**src/rtl/csa_stream_accumulator_if.sv**
```systemverilog
// Operand/result stream bundle for csa_stream_accumulator.
interface csa_stream_accumulator_if #(
  parameter int unsigned WIDTH = 4,
  parameter int unsigned GUARD = 4,
  parameter int unsigned CNT_W = 8
);
  localparam int unsigned ACC_W = WIDTH + GUARD;

  logic             in_valid;
  logic             in_ready;
  logic [WIDTH-1:0] in_a;
  logic [WIDTH-1:0] in_b;
  logic [WIDTH-1:0] in_c;
  logic             in_last;
  logic             out_valid;
  logic             out_ready;
  logic [ACC_W-1:0] out_sum;
  logic             out_ovf;
  logic [CNT_W-1:0] out_count;

  // Operand source and result consumer side
  modport master (
    output in_valid, in_a, in_b, in_c, in_last, out_ready,
    input  in_ready, out_valid, out_sum, out_ovf, out_count
  );

  // Accumulator side
  modport slave (
    input  in_valid, in_a, in_b, in_c, in_last, out_ready,
    output in_ready, out_valid, out_sum, out_ovf, out_count
  );
endinterface

```
**src/rtl/csa_stream_accumulator.sv**
```systemverilog
// Carry-save frame accumulator: three operands per beat folded into a
// sum/carry pair with no carry propagation in the loop; one ripple resolve
// per frame produces the total, exact overflow flag and beat count.
module csa_stream_accumulator #(
  parameter int unsigned WIDTH = 4,
  parameter int unsigned GUARD = 4,
  parameter int unsigned CNT_W = 8
) (
  input logic                     clk,
  input logic                     rst_n,
  csa_stream_accumulator_if.slave bus
);
  localparam int unsigned ACC_W = WIDTH + GUARD;

  typedef enum logic [1:0] {
    ACCUM   = 2'd0,
    RESOLVE = 2'd1,
    HOLD    = 2'd2
  } state_t;

  state_t           state;
  state_t           state_nxt;

  logic [ACC_W-1:0] acc_s;
  logic [ACC_W-1:0] acc_c;
  logic             ovf_acc;
  logic [CNT_W-1:0] cnt_acc;

  logic             accept_c;
  logic             resolve_c;

  logic [ACC_W-1:0] ext_a, ext_b, ext_c;
  logic [ACC_W-1:0] s1, c1, c1_sh;
  logic [ACC_W-1:0] s2, c2, c2_sh;
  logic [ACC_W-1:0] s3, c3, c3_sh;
  logic             drop_c;

  logic [ACC_W-1:0] cpa_sum;
  logic             cpa_carry;

  // Next-state and handshake decode
  always_comb begin
    state_nxt = state;
    accept_c  = 1'b0;
    resolve_c = 1'b0;
    case (state)
      ACCUM: begin
        accept_c = bus.in_valid;
        if (bus.in_valid && bus.in_last) begin
          state_nxt = RESOLVE;
        end
      end
      RESOLVE: begin
        resolve_c = 1'b1;
        state_nxt = HOLD;
      end
      HOLD: begin
        if (bus.out_ready) begin
          state_nxt = ACCUM;
        end
      end
      default: state_nxt = ACCUM;
    endcase
  end

  // State register; handshake flags registered from the next state
  always_ff @(posedge clk or negedge rst_n) begin
    if (!rst_n) begin
      state         <= ACCUM;
      bus.in_ready  <= 1'b1;
      bus.out_valid <= 1'b0;
    end else begin
      state         <= state_nxt;
      bus.in_ready  <= (state_nxt == ACCUM);
      bus.out_valid <= (state_nxt == HOLD);
    end
  end

  // 3:2 on the operands, then a 4:2 (two 3:2 levels) into the accumulator.
  // Every carry shifted past the MSB is worth exactly 2^ACC_W.
  always_comb begin
    ext_a  = ACC_W'(bus.in_a);
    ext_b  = ACC_W'(bus.in_b);
    ext_c  = ACC_W'(bus.in_c);
    s1     = ext_a ^ ext_b ^ ext_c;
    c1     = (ext_a & ext_b) | (ext_a & ext_c) | (ext_b & ext_c);
    c1_sh  = c1 << 1;
    s2     = s1 ^ c1_sh ^ acc_s;
    c2     = (s1 & c1_sh) | (s1 & acc_s) | (c1_sh & acc_s);
    c2_sh  = c2 << 1;
    s3     = s2 ^ c2_sh ^ acc_c;
    c3     = (s2 & c2_sh) | (s2 & acc_c) | (c2_sh & acc_c);
    c3_sh  = c3 << 1;
    drop_c = c1[ACC_W-1] | c2[ACC_W-1] | c3[ACC_W-1];
  end

  // Ripple-carry resolve of the carry-save pair
  always_comb begin
    cpa_sum   = '0;
    cpa_carry = 1'b0;
    for (int i = 0; i < int'(ACC_W); i++) begin
      cpa_sum[i] = acc_s[i] ^ acc_c[i] ^ cpa_carry;
      cpa_carry  = (acc_s[i] & acc_c[i]) | (cpa_carry & (acc_s[i] ^ acc_c[i]));
    end
  end

  // Accumulate accepted beats; on resolve, publish the result and clear
  always_ff @(posedge clk or negedge rst_n) begin
    if (!rst_n) begin
      acc_s         <= '0;
      acc_c         <= '0;
      ovf_acc       <= 1'b0;
      cnt_acc       <= '0;
      bus.out_sum   <= '0;
      bus.out_ovf   <= 1'b0;
      bus.out_count <= '0;
    end else if (accept_c) begin
      acc_s   <= s3;
      acc_c   <= c3_sh;
      ovf_acc <= ovf_acc | drop_c;
      if (!(&cnt_acc)) begin
        cnt_acc <= cnt_acc + CNT_W'(1);
      end
    end else if (resolve_c) begin
      bus.out_sum   <= cpa_sum;
      bus.out_ovf   <= ovf_acc | cpa_carry;
      bus.out_count <= cnt_acc;
      acc_s         <= '0;
      acc_c         <= '0;
      ovf_acc       <= 1'b0;
      cnt_acc       <= '0;
    end
  end
endmodule

```
**src/flat_wrapper.sv**
```systemverilog
// flat-port wrapper written by rule: the top's interface ports become plain ports
module csa_stream_accumulator_flat 
#(
  parameter int unsigned WIDTH = 4,
  parameter int unsigned GUARD = 4,
  parameter int unsigned CNT_W = 8
)
  (clk, rst_n, bus_in_valid, bus_in_a, bus_in_b, bus_in_c, bus_in_last, bus_out_ready, bus_in_ready, bus_out_valid, bus_out_sum, bus_out_ovf, bus_out_count);
  csa_stream_accumulator_if #(.WIDTH(WIDTH), .GUARD(GUARD), .CNT_W(CNT_W)) bus_i ();
  input logic clk;
  input logic rst_n;
  input wire logic [$bits(bus_i.in_valid)-1:0] bus_in_valid;
  input wire logic [$bits(bus_i.in_a)-1:0] bus_in_a;
  input wire logic [$bits(bus_i.in_b)-1:0] bus_in_b;
  input wire logic [$bits(bus_i.in_c)-1:0] bus_in_c;
  input wire logic [$bits(bus_i.in_last)-1:0] bus_in_last;
  input wire logic [$bits(bus_i.out_ready)-1:0] bus_out_ready;
  output wire logic [$bits(bus_i.in_ready)-1:0] bus_in_ready;
  output wire logic [$bits(bus_i.out_valid)-1:0] bus_out_valid;
  output wire logic [$bits(bus_i.out_sum)-1:0] bus_out_sum;
  output wire logic [$bits(bus_i.out_ovf)-1:0] bus_out_ovf;
  output wire logic [$bits(bus_i.out_count)-1:0] bus_out_count;
  assign bus_i.in_valid = bus_in_valid;
  assign bus_i.in_a = bus_in_a;
  assign bus_i.in_b = bus_in_b;
  assign bus_i.in_c = bus_in_c;
  assign bus_i.in_last = bus_in_last;
  assign bus_i.out_ready = bus_out_ready;
  assign bus_in_ready = bus_i.in_ready;
  assign bus_out_valid = bus_i.out_valid;
  assign bus_out_sum = bus_i.out_sum;
  assign bus_out_ovf = bus_i.out_ovf;
  assign bus_out_count = bus_i.out_count;
  csa_stream_accumulator #(.WIDTH(WIDTH), .GUARD(GUARD), .CNT_W(CNT_W)) u_core (.clk(clk), .rst_n(rst_n), .bus(bus_i));
endmodule
```
**config.mk**
```make
export PLATFORM = sky130hd
export DESIGN_NAME = csa_stream_accumulator_flat
export DESIGN_NICKNAME = d
export VERILOG_FILES = /design/src/rtl/csa_stream_accumulator_if.sv /design/src/rtl/csa_stream_accumulator.sv /design/src/flat_wrapper.sv
export SDC_FILE = /design/constraint.sdc
export NUM_CORES = 1
export LEC_CHECK = 0
export CORE_MARGIN = 2
export CORE_UTILIZATION = 50
export CTS_BUF_LIST = sky130_fd_sc_hd__clkbuf_2
export DETAILED_ROUTE_END_ITERATION = 12
export PLACE_DENSITY = 0.71
export SYNTH_ARGS = -nofsm -noshare
export SYNTH_HDL_FRONTEND = slang
export SYNTH_SLANG_ARGS = --single-unit
```
**constraint.sdc**
```tcl
create_clock -name clk -period 5.4 [get_ports clk]
set_input_delay 1.08 -clock clk [delete_from_list [all_inputs] [get_ports clk]]
set_output_delay 1.08 -clock clk [all_outputs]
set_load 0.02 [all_outputs]
```
==> impl_metrics.csv, run 1 <==
group,metric,value,unit
worst_setup_path,r2r-start,"u_core.acc_c[2]$_DFFE_PN0P_",
global_route,grt_pass1_wl,6690,µm
detailed_routing,post_drt_wl_per_cell,12.6,µm
hold_path,hp-class,"reg2reg",
sta,max_freq,0.345,GHz
worst_setup_path,worstPathRequired,5.76,ns
sta,max_slew.worst_pin.slew,0.948,ns
final_layout,syn2layout_area_growth,19.7,%
power,peakVddDrop,0.228,mV
cts,cts_hold_buf,0,
cts,cts_setup_buffers,0,
place,dpl_cell_area,2610,µm²
floorplanning,core,4320,µm²
global_route,grt_overflow,0,
sta,fin_crit,2.90,ns
sta,fin_crit_sh,53.7,%
yosys,ys.flop_type,"dfrtp_1",
floorplanning,rows,24,
detailed_routing,totalWireLength,3860,µm
sta,maxSlewViolCount,0,
power,cellPowerDensity,417,nW/µm²
final_layout,final_cell_mix,"59 x nand2_1, 43 x dfrtp_1, 34 x clkdlybuf4s50_1, 20 x inv_1, 18 x o21ai_0",
global_route,grt_max_degree,45,
hold_path,hold_depth,2,
worst_setup_path,setup.worst_path.class,"reg2reg",
detailed_routing,drt_iter0_drc,94,
global_route,grt_pass1_vias,1498,
final_layout,num_antenna_cells,0,
worst_setup_path,reg2regPathDepth,8,
cts,post_cts_resized,0,
yosys,syn_inst,219,
power,leakagePower,1.27,nW
sta,hold_violations,0,
detailed_routing,vias,1585,
sta,relSlewSlack,36.8,%
power,p_int,0.704,mW
power,power_frac_seq,45.8,%
sta,skew,0.0277,ns
global_route,antenna_found_initial,0,
yosys,async_flop_share,100,%
place,dp.cells,298,
cts,clock_path_buffers,2,
sta,setup-tns-final,0,ns
job,maxCapViolations,0,
worst_setup_path,endpoint_kind,"register",
place,dp_hpwl,2700,µm
final_layout,fin_util,62.0,%
hold_path,min_to,"u_core.bus.out_count[1]$_DFFE_PN0P_",
hold_path,hp-start,"u_core.bus.out_count[1]$_DFFE_PN0P_",
power,power_switching,0.414,mW
detailed_routing,ant_nets,0,
floorplanning,die_height,70.9,µm
global_route,grt_use_total,16.8,%
final_layout,nets,293,
place,routabilityCongestion,0.746,
floorplanning,die_x,70.9,µm
worst_setup_path,rrSetupSlack,2.50,ns
sta,finalSetupViolCount,0,
detailed_routing,viasPerCell,5.18,
cts,cts_tree,"yes",
cts,cts_root_buffer,"clkbuf_2",
yosys,ys_seq_elements,44,
cts,worstSkewPairLatency,0.42,ns
yosys,synth-edff-count,0,
yosys,syn_nets,259,
cts,cts-htree-levels,2,
yosys,ys_types,29,
cts,clock-sinks,44,
place,portBuffers,35,
yosys,ys_seq_area_share,49.3,%
power,p_clk_share,16.6,%
final_layout,drive_above_1_share,6.69,%
yosys,syn_area,2240,µm²
worst_setup_path,cp_max_fo,2,
worst_setup_path,arrival,3.26,ns
cts,clk_pin_slew_worst_paths,0.23,ns
final_layout,fin_area,2680,µm²
final_layout,final_common_cell,"nand2_1",
final_layout,final-instance-count-excl-fill,306,
floorplanning,die_area,5030,µm²
detailed_routing,first_pass_iters,4,
yosys,avgSynthCellArea,10.2,µm²
detailed_routing,drc,0,
worst_setup_path,cp-start-kind,"register",
power,p_total,1.12,mW
power,p_comb_share,37.7,%
yosys,yosys_warnings,0,
worst_setup_path,r2r_end,"u_core.bus.out_sum[7]$_DFFE_PN0P_",
sta,rsz0062_at_grt,"false",
floorplanning,io_pins,36,
floorplanning,start_util,51.7,%
cts,cts_buffers,5,
power,switching_share,37.0,%
run_status,status,"finished, final reports clean",
logic make-up after synthesis:
logic type / count (synthesis) / synth area share (%)
DFF: 44 / 49.3
adders and majority gates: 23 / 18.2
buffers and inverters: 31 / 5.87
and+or+nand+nor: 85 / 16.8
AOI/OAI and AO/OA: 35 / 9.40
muxes: 1 / 0.447
state kept, by name, summed over array words and instances (netlist names):
register              cells
u_core.bus.out_valid      1
u_core.bus.in_ready       1
u_core.acc_s              8
u_core.bus.out_ovf        1
u_core.ovf_acc            1
u_core.state              2
u_core.bus.out_sum        8
u_core.cnt_acc            8
u_core.bus.out_count      8
u_core.acc_c              6
area by class of cell:
cell class,instances,area (µm²)
Fill cell,363,1650
Sequential cell,44,1100
Clock inverter,2,35.0
Tap cell,52,65.1
Clock buffer,6,30.0
Multi-Input combinational cell,144,1000
Timing Repair Buffer,38,368
Inverter,20,75.1
layer usage:
layer	GRT usage [%]	wire (µm)	vias to the layer above	part of all wire (%)
li1	-	-	778	-
met1	22.7	1700	772	44
met2	27.3	1960	27	51
met3	3.42	140	8	3.6
met4	6.08	58	0	1.5
met5	0	0	-	0
power groups by stage:
stage | sequential, mW | combinational (mW) | clock, mW
final | 0.512 | 0.421 | 0.185
after global routing | 0.529 | 0.480 | 0.206
after CTS | 0.514 | 0.431 | 0.190
after detailed placement | 0.521 | 0.430 | 0
after global placement | 0.519 | 0.415 | 0
after floorplan | 0.558 | 0.216 | 0
critical path: stages (launching register included):
cell     delay (ns)
dfrtp_1        0.45
ha_1           0.21
fa_1           0.38
fa_1           0.39
fa_1           0.39
fa_1           0.37
inv_1          0.08
fa_1           0.41
o21ai_0        0.16
how the worst max path moves through the flow:
stage | startpoint | cells after the start | slack [ns] | end
floorplan | bus_in_c[2] | 5 | 2.59 | u_core.acc_s[2]$_DFFE_PN0P_
global placement | bus_in_c[2] | 6 | 2.12 | u_core.acc_s[2]$_DFFE_PN0P_
detailed placement | bus_in_c[3] | 6 | 2.08 | u_core.acc_s[3]$_DFFE_PN0P_
CTS | u_core.acc_c[2]$_DFFE_PN0P_ | 8 | 2.49 | u_core.bus.out_sum[7]$_DFFE_PN0P_
global route | u_core.acc_c[2]$_DFFE_PN0P_ | 8 | 2.35 | u_core.bus.out_sum[7]$_DFFE_PN0P_
finish | u_core.acc_c[2]$_DFFE_PN0P_ | 8 | 2.50 | u_core.bus.out_sum[7]$_DFFE_PN0P_
through the flow:
| stage | setup WS, ns | hold slack (ns) |
|---|---|---|
| 3_5_place_dp | 2.08 | 0.462 |
| 5_1_grt | 2.35 | 0.540 |
| 4_1_cts | 2.49 | 0.510 |
| 2_1_floorplan | 2.59 | 0.462 |
| 6_report | 2.50 | 0.502 |
| 3_3_place_gp | 2.12 | 0.458 |
cell usage after synthesis, types with 2 or more instances:
cell type   n  area (µm²)
nand2b_1    2        12.5
a31o_2      2        17.5
o31ai_1     6        45.0
clkbuf_1    3        11.3
dfrtp_1    43        1080
o21ai_0    18        90.1
a21oi_1     3        15.0
buf_2       6        30.0
or3_1       2        12.5
nand2_1    59         221
inv_1      20        75.1
o211ai_1    3        22.5
buf_4       2        15.0
ha_1        7        87.6
fa_1       16         320
nor2_1      4        15.0
nand3_1    11        55.1
Note: power is estimated with default switching activity, not from simulation.
==> run 2: changes to the inputs <==
- PLACE_DENSITY: 0.71 -> 0.74
- clock period: 5.4 -> 2.4 ns (I/O delays scaled with it)
==> run 2 against run 1 <==
  * The run now ends with negative setup slack left
  * Global-route usage increased by 1.6 points
  * Die area unchanged
  * Highest routed layer unchanged
  * Combinational power increased to 2.5 times the previous value
  * Critical path depth unchanged
  * Via count increased by 2.5%
  * Clock-buffer cell count increased by 1
  * Flip-flop and latch count unchanged
  * Maximum frequency increased by 8.8%
  * Utilization increased by 1.5 points
  * Register-to-register slack got worse by 2.8 ns
  * Clock power increased by 66%
==> impl_metrics.csv, run 2 (synthesis gave the netlist of run 1 again) <==
group,metric,value,unit
sta,finalSetupViolCount,2,
sta,setup-tns-final,-0.290,ns
floorplanning,die_area,5030,µm²
final_layout,final_cell_mix,"59 x nand2_1, 43 x dfrtp_1, 34 x clkdlybuf4s50_1, 19 x inv_1, 17 x o21ai_0",
global_route,grt_use_total,18.5,%
sta,hold_violations,0,
power,cellPowerDensity,924,nW/µm²
cts,cts_hold_buf,0,
final_layout,fin_util,63.4,%
worst_setup_path,worstPathRequired,2.75,ns
worst_setup_path,critPathMostFrequentCell,"fa_2",
detailed_routing,totalWireLength,4220,µm
detailed_routing,drc,0,
final_layout,nets,302,
run_status,violations,"negative setup slack",
sta,maxSlewViolCount,0,
place,place_ws,-0.323,ns
final_layout,fin_area,2740,µm²
detailed_routing,drt_iter0_drc,101,
power,p_total,2.53,mW
sta,max_slew.worst_pin.slew,0.681,ns
cts,clk_pin_slew_worst_paths,0.22,ns
worst_setup_path,crit_path_max_incr_delay,0.46,ns
cts,cts-htree-levels,2,
detailed_routing,ant_nets,0,
floorplanning,die_x,70.9,µm
global_route,grt_pass1_vias,1540,
place,dp.cells,305,
worst_setup_path,cp-start-kind,"register",
worst_setup_path,arrival,3.01,ns
global_route,grt_overflow,0,
worst_setup_path,crit_slowest_cell,"dfrtp_1",
floorplanning,core,4320,µm²
final_layout,final_common_cell,"nand2_1",
detailed_routing,viasPerCell,5.16,
floorplanning,rows,24,
global_route,antenna_found_initial,0,
worst_setup_path,cp_max_fo,2,
worst_setup_path,worst-path-buf-inv,1,
final_layout,drive_above_1_share,11.8,%
cts,cts_tree,"yes",
power,leakagePower,1.29,nW
worst_setup_path,worstPathCellList,"ha_4 -> fa_2 -> fa_2 -> fa_2 -> fa_2 -> inv_2 -> fa_1 -> o21ai_1",
job,maxCapViolations,0,
cts,worstSkewPairLatency,0.41,ns
worst_setup_path,r2r-start,"u_core.acc_c[2]$_DFFE_PN0P_",
cts,cts_buffers,5,
worst_setup_path,endpoint_kind,"register",
detailed_routing,first_pass_iters,4,
detailed_routing,post_drt_wl_per_cell,13.4,µm
floorplanning,die_height,70.9,µm
floorplanning,io_pins,36,
sta,rsz0062_at_grt,"true",
sta,fin_crit_sh,111,%
sta,hold-worst-slack,0.0516,ns
global_route,grt_pass1_wl,7110,µm
sta,finalWorstSetupSlack,-0.264,ns
sta,max_freq,0.375,GHz
final_layout,num_antenna_cells,0,
place,dpl_cell_area,2670,µm²
run_status,status,"finished with violations",
detailed_routing,vias,1624,
final_layout,final-instance-count-excl-fill,315,
place,portBuffers,35,
cts,clock_path_buffers,2,
cts,clock-sinks,44,
place,dp_hpwl,3150,µm
place,routabilityCongestion,0.751,
worst_setup_path,setup.worst_path.class,"reg2reg",
hold_path,hp-class,"in2async",
sta,relSlewSlack,54.3,%
cts,cts_root_buffer,"clkbuf_2",
worst_setup_path,cp_top_family,"adder cells",
sta,skew,0.0217,ns
sta,fin_crit,2.66,ns
floorplanning,start_util,51.7,%
worst_setup_path,crit_start,"u_core.acc_c[2]$_DFFE_PN0P_",
global_route,grt_max_degree,30,
final_layout,syn2layout_area_growth,22.6,%
power,peakVddDrop,0.529,mV
-- run 2: cell type report --
type                    count  area [µm²]
clock inverters             1        3.75
inverters                  20        75.1
clock buffers               7        35.0
fillers                   368        1580
flip-flops and latches     44        1100
well taps                  52        65.1
repair buffers             47         435
multi-input cells         144        1030
-- run 2: final timing paths --
check	to	cells after the start	slack (ns)
worst max-delay path	u_core.bus.out_sum[7]$_DFFE_PN0P_	8	-0.26
worst min-delay path	u_core.cnt_acc[7]$_DFFE_PN0P_	1	0.05
worst max register to register	u_core.bus.out_sum[7]$_DFFE_PN0P_	8	-0.26
worst min register to register	u_core.bus.out_sum[0]$_DFFE_PN0P_	2	0.50
max in group asynchronous	u_core.acc_c[2]$_DFFE_PN0P_	2	1.76
min in group clk	u_core.bus.out_sum[0]$_DFFE_PN0P_	2	0.50
-- run 2: what timing repair did --
action | in CTS | in global routing
resized for setup | 3 | 1
pin swaps | 3 | 1
setup endpoints to repair | 2 | 3
buffers inserted | 1 | 1
hold endpoints to repair | 0 | 0
-- run 2: per-layer routing --
layer | up-vias | GRT usage [%] | wire length (µm)
li1 | 798 | - | -
met1 | 797 | 24.3 | 1880
met2 | 22 | 30.2 | 2160
met3 | 7 | 4.70 | 122
met4 | 0 | 6.08 | 53
met5 | - | 0 | 0
-- run 2: worst register-to-register path: cells and delay by family (launching register included) --
family | cells | cell delay (ns)
adder cells (fa/ha/maj) | 6 | 1.96
flip-flops | 1 | 0.46
AO/OA/AOI/OAI | 1 | 0.12
buffers and inverters | 1 | 0.06
-- run 2: power by group --
part / internal [mW] / leakage, nW / switching (mW) / total [mW]
clock: 0.0780 / 0.0306 / 0.229 / 0.307
combinational: 0.515 / 0.683 / 0.548 / 1.06
sequential: 0.963 / 0.579 / 0.200 / 1.16
total: 1.56 / 1.29 / 0.977 / 2.53
==> run 3: changes to the inputs <==
- RECOVER_POWER: unset -> 100
==> run 3 against run 2 <==
  * Global-route usage stayed put
  * Routed wire length grew 0.12%
  * Largest cell class unchanged
  * The flow finishes with violations (max-capacitance violations, max-slew violations, negative setup slack)
  * Register-to-register slack is essentially flat
  * Power shrank 2.2%
  * Sequential power about the same
  * Non-clock buffer count unchanged
  * Clock skew shrank 0.00087 ns
  * Sequential share of layout area grew 0.37 points
  * Utilization down 0.58 points
  * Die area unchanged
  * Clock-buffer cell count stayed put
==> impl_metrics.csv, run 3 (synthesis gave the netlist of run 1 again) <==
group,metric,value,unit
detailed_routing,post_drt_wl_per_cell,13.4,µm
sta,hold_violations,0,
power,peakVddDrop,0.528,mV
sta,fin_crit_sh,111,%
cts,clock_path_buffers,2,
cts,worstSkewPairLatency,0.41,ns
worst_setup_path,crit_slowest_cell,"dfrtp_1",
global_route,grt_overflow,0,
sta,maxSlewViolCount,30,
cts,clock-sinks,44,
place,routabilityCongestion,0.751,
floorplanning,start_util,51.7,%
cts,cts_root_buffer,"clkbuf_2",
detailed_routing,ant_nets,0,
worst_setup_path,worstPathCellList,"ha_4 -> fa_2 -> fa_2 -> fa_2 -> fa_2 -> inv_2 -> fa_1 -> o21ai_1",
global_route,antenna_found_initial,0,
floorplanning,rows,24,
sta,max_freq,0.375,GHz
global_route,grt_pass1_vias,1540,
worst_setup_path,cp_max_fo,2,
run_status,violations,"max-capacitance violations, max-slew violations, negative setup slack",
sta,finalSetupViolCount,2,
detailed_routing,first_pass_iters,5,
floorplanning,die_area,5030,µm²
sta,rsz0062_at_grt,"true",
worst_setup_path,setup.worst_path.class,"reg2reg",
power,p_total,2.48,mW
global_route,grt_max_degree,30,
worst_setup_path,cp_top_family,"adder cells",
worst_setup_path,cp-start-kind,"register",
sta,finalWorstSetupSlack,-0.266,ns
final_layout,final_common_cell,"nand2_1",
place,dp_hpwl,3150,µm
worst_setup_path,endpoint_kind,"register",
detailed_routing,vias,1640,
worst_setup_path,arrival,3.01,ns
sta,skew,0.0209,ns
cts,clk_pin_slew_worst_paths,0.21,ns
cts,cts_buffers,5,
floorplanning,die_height,70.9,µm
sta,max_slew.worst_pin.slew,1.55,ns
global_route,grt_use_total,18.5,%
detailed_routing,totalWireLength,4220,µm
final_layout,drive_above_1_share,9.13,%
global_route,grt_pass1_wl,7110,µm
final_layout,num_antenna_cells,0,
floorplanning,core,4320,µm²
run_status,status,"finished with violations",
sta,relSlewSlack,-3.25,%
sta,fin_crit,2.67,ns
place,portBuffers,35,
worst_setup_path,critPathMostFrequentCell,"fa_2",
cts,cts-htree-levels,2,
final_layout,syn2layout_area_growth,21.5,%
worst_setup_path,worstPathRequired,2.75,ns
final_layout,final.fill_count,380,
sta,setup-tns-final,-0.295,ns
job,maxCapViolations,1,
worst_setup_path,worst-path-buf-inv,1,
hold_path,hp-class,"in2async",
final_layout,final_cell_mix,"59 x nand2_1, 43 x dfrtp_1, 23 x dlygate4sd3_1, 19 x inv_1, 17 x o21ai_0",
detailed_routing,viasPerCell,5.21,
final_layout,nets,302,
detailed_routing,drt_iter0_drc,75,
power,cellPowerDensity,912,nW/µm²
floorplanning,io_pins,36,
cts,cts_tree,"yes",
detailed_routing,drc,0,
worst_setup_path,crit_path_max_incr_delay,0.46,ns
floorplanning,die_x,70.9,µm
power,leakagePower,1.31,nW
[run 3: per-stage QoR]
step | setup slack [ns] | utilization, % | hold WS, ns | instance area [µm²] | instances
detailed placement | -0.323 | 61.8 | 0.462 | 2670 | 305
CTS | -0.307 | 63.0 | 0.0675 | 2730 | 314
global route | -0.346 | 62.8 | 0.493 | 2720 | 315
floorplan | -0.179 | - | 0.184 | 2240 | 219
global placement | -0.285 | 61.8 | 0.456 | 2670 | 305
finish | -0.266 | 62.8 | 0.410 | 2720 | 315
[run 3: routing by layer]
| metal | share of wire [%] | wire, µm | track usage [%] |
|---|---|---|---|
| met3 | 3.3 | 139 | 4.70 |
| met5 | 0 | 0 | 0 |
| met1 | 45 | 1880 | 24.3 |
| met2 | 51 | 2160 | 30.2 |
| met4 | 1.1 | 47 | 6.08 |
[run 3: area by class of cell]
cell class | count | area [µm²] | share of cell area (%)
Clock inverter | 1 | 3.75 | 0.138
Timing Repair Buffer | 47 | 415 | 15.3
Inverter | 20 | 75.1 | 2.76
Tap cell | 52 | 65.1 | 2.39
Sequential cell | 44 | 1100 | 40.6
Multi-Input combinational cell | 144 | 1020 | 37.6
Clock buffer | 7 | 35.0 | 1.29
[run 3: what timing repair did]
item / in CTS / in global routing
buffers inserted: 1 / 1
pin swaps: 3 / 1
endpoints found under the setup margin: 2 / 3
hold buffers: 0 / 0
gates resized for setup: 3 / 1
[run 3: worst paths after layout]
kind,from,endpoint,slack [ns],cells past startpoint
min reg2reg,u_core.bus.out_sum[0]$_DFFE_PN0P_,u_core.bus.out_sum[0]$_DFFE_PN0P_,0.49,2
max reg2reg,u_core.acc_c[2]$_DFFE_PN0P_,u_core.bus.out_sum[7]$_DFFE_PN0P_,-0.27,8
min in group clk,u_core.bus.out_sum[0]$_DFFE_PN0P_,u_core.bus.out_sum[0]$_DFFE_PN0P_,0.49,2
max,u_core.acc_c[2]$_DFFE_PN0P_,u_core.bus.out_sum[7]$_DFFE_PN0P_,-0.27,8
max in group asynchronous,rst_n,u_core.bus.out_sum[7]$_DFFE_PN0P_,0.90,2
min,rst_n,u_core.cnt_acc[7]$_DFFE_PN0P_,0.41,1
[run 3: worst reg2reg max path, delay by kind of cell, from the launching register on]
family | cells | cell delay (ns)
AOI/OAI and AO/OA | 1 | 0.12
adders and majority gates | 6 | 1.96
buffers and inverters | 1 | 0.06
DFF | 1 | 0.46
[run 3: power breakdown]
part,internal [mW],switching (mW),total [mW]
Combinational,0.469,0.548,1.02
Sequential,0.963,0.194,1.16
Clock,0.0780,0.227,0.305
Total,1.51,0.970,2.48
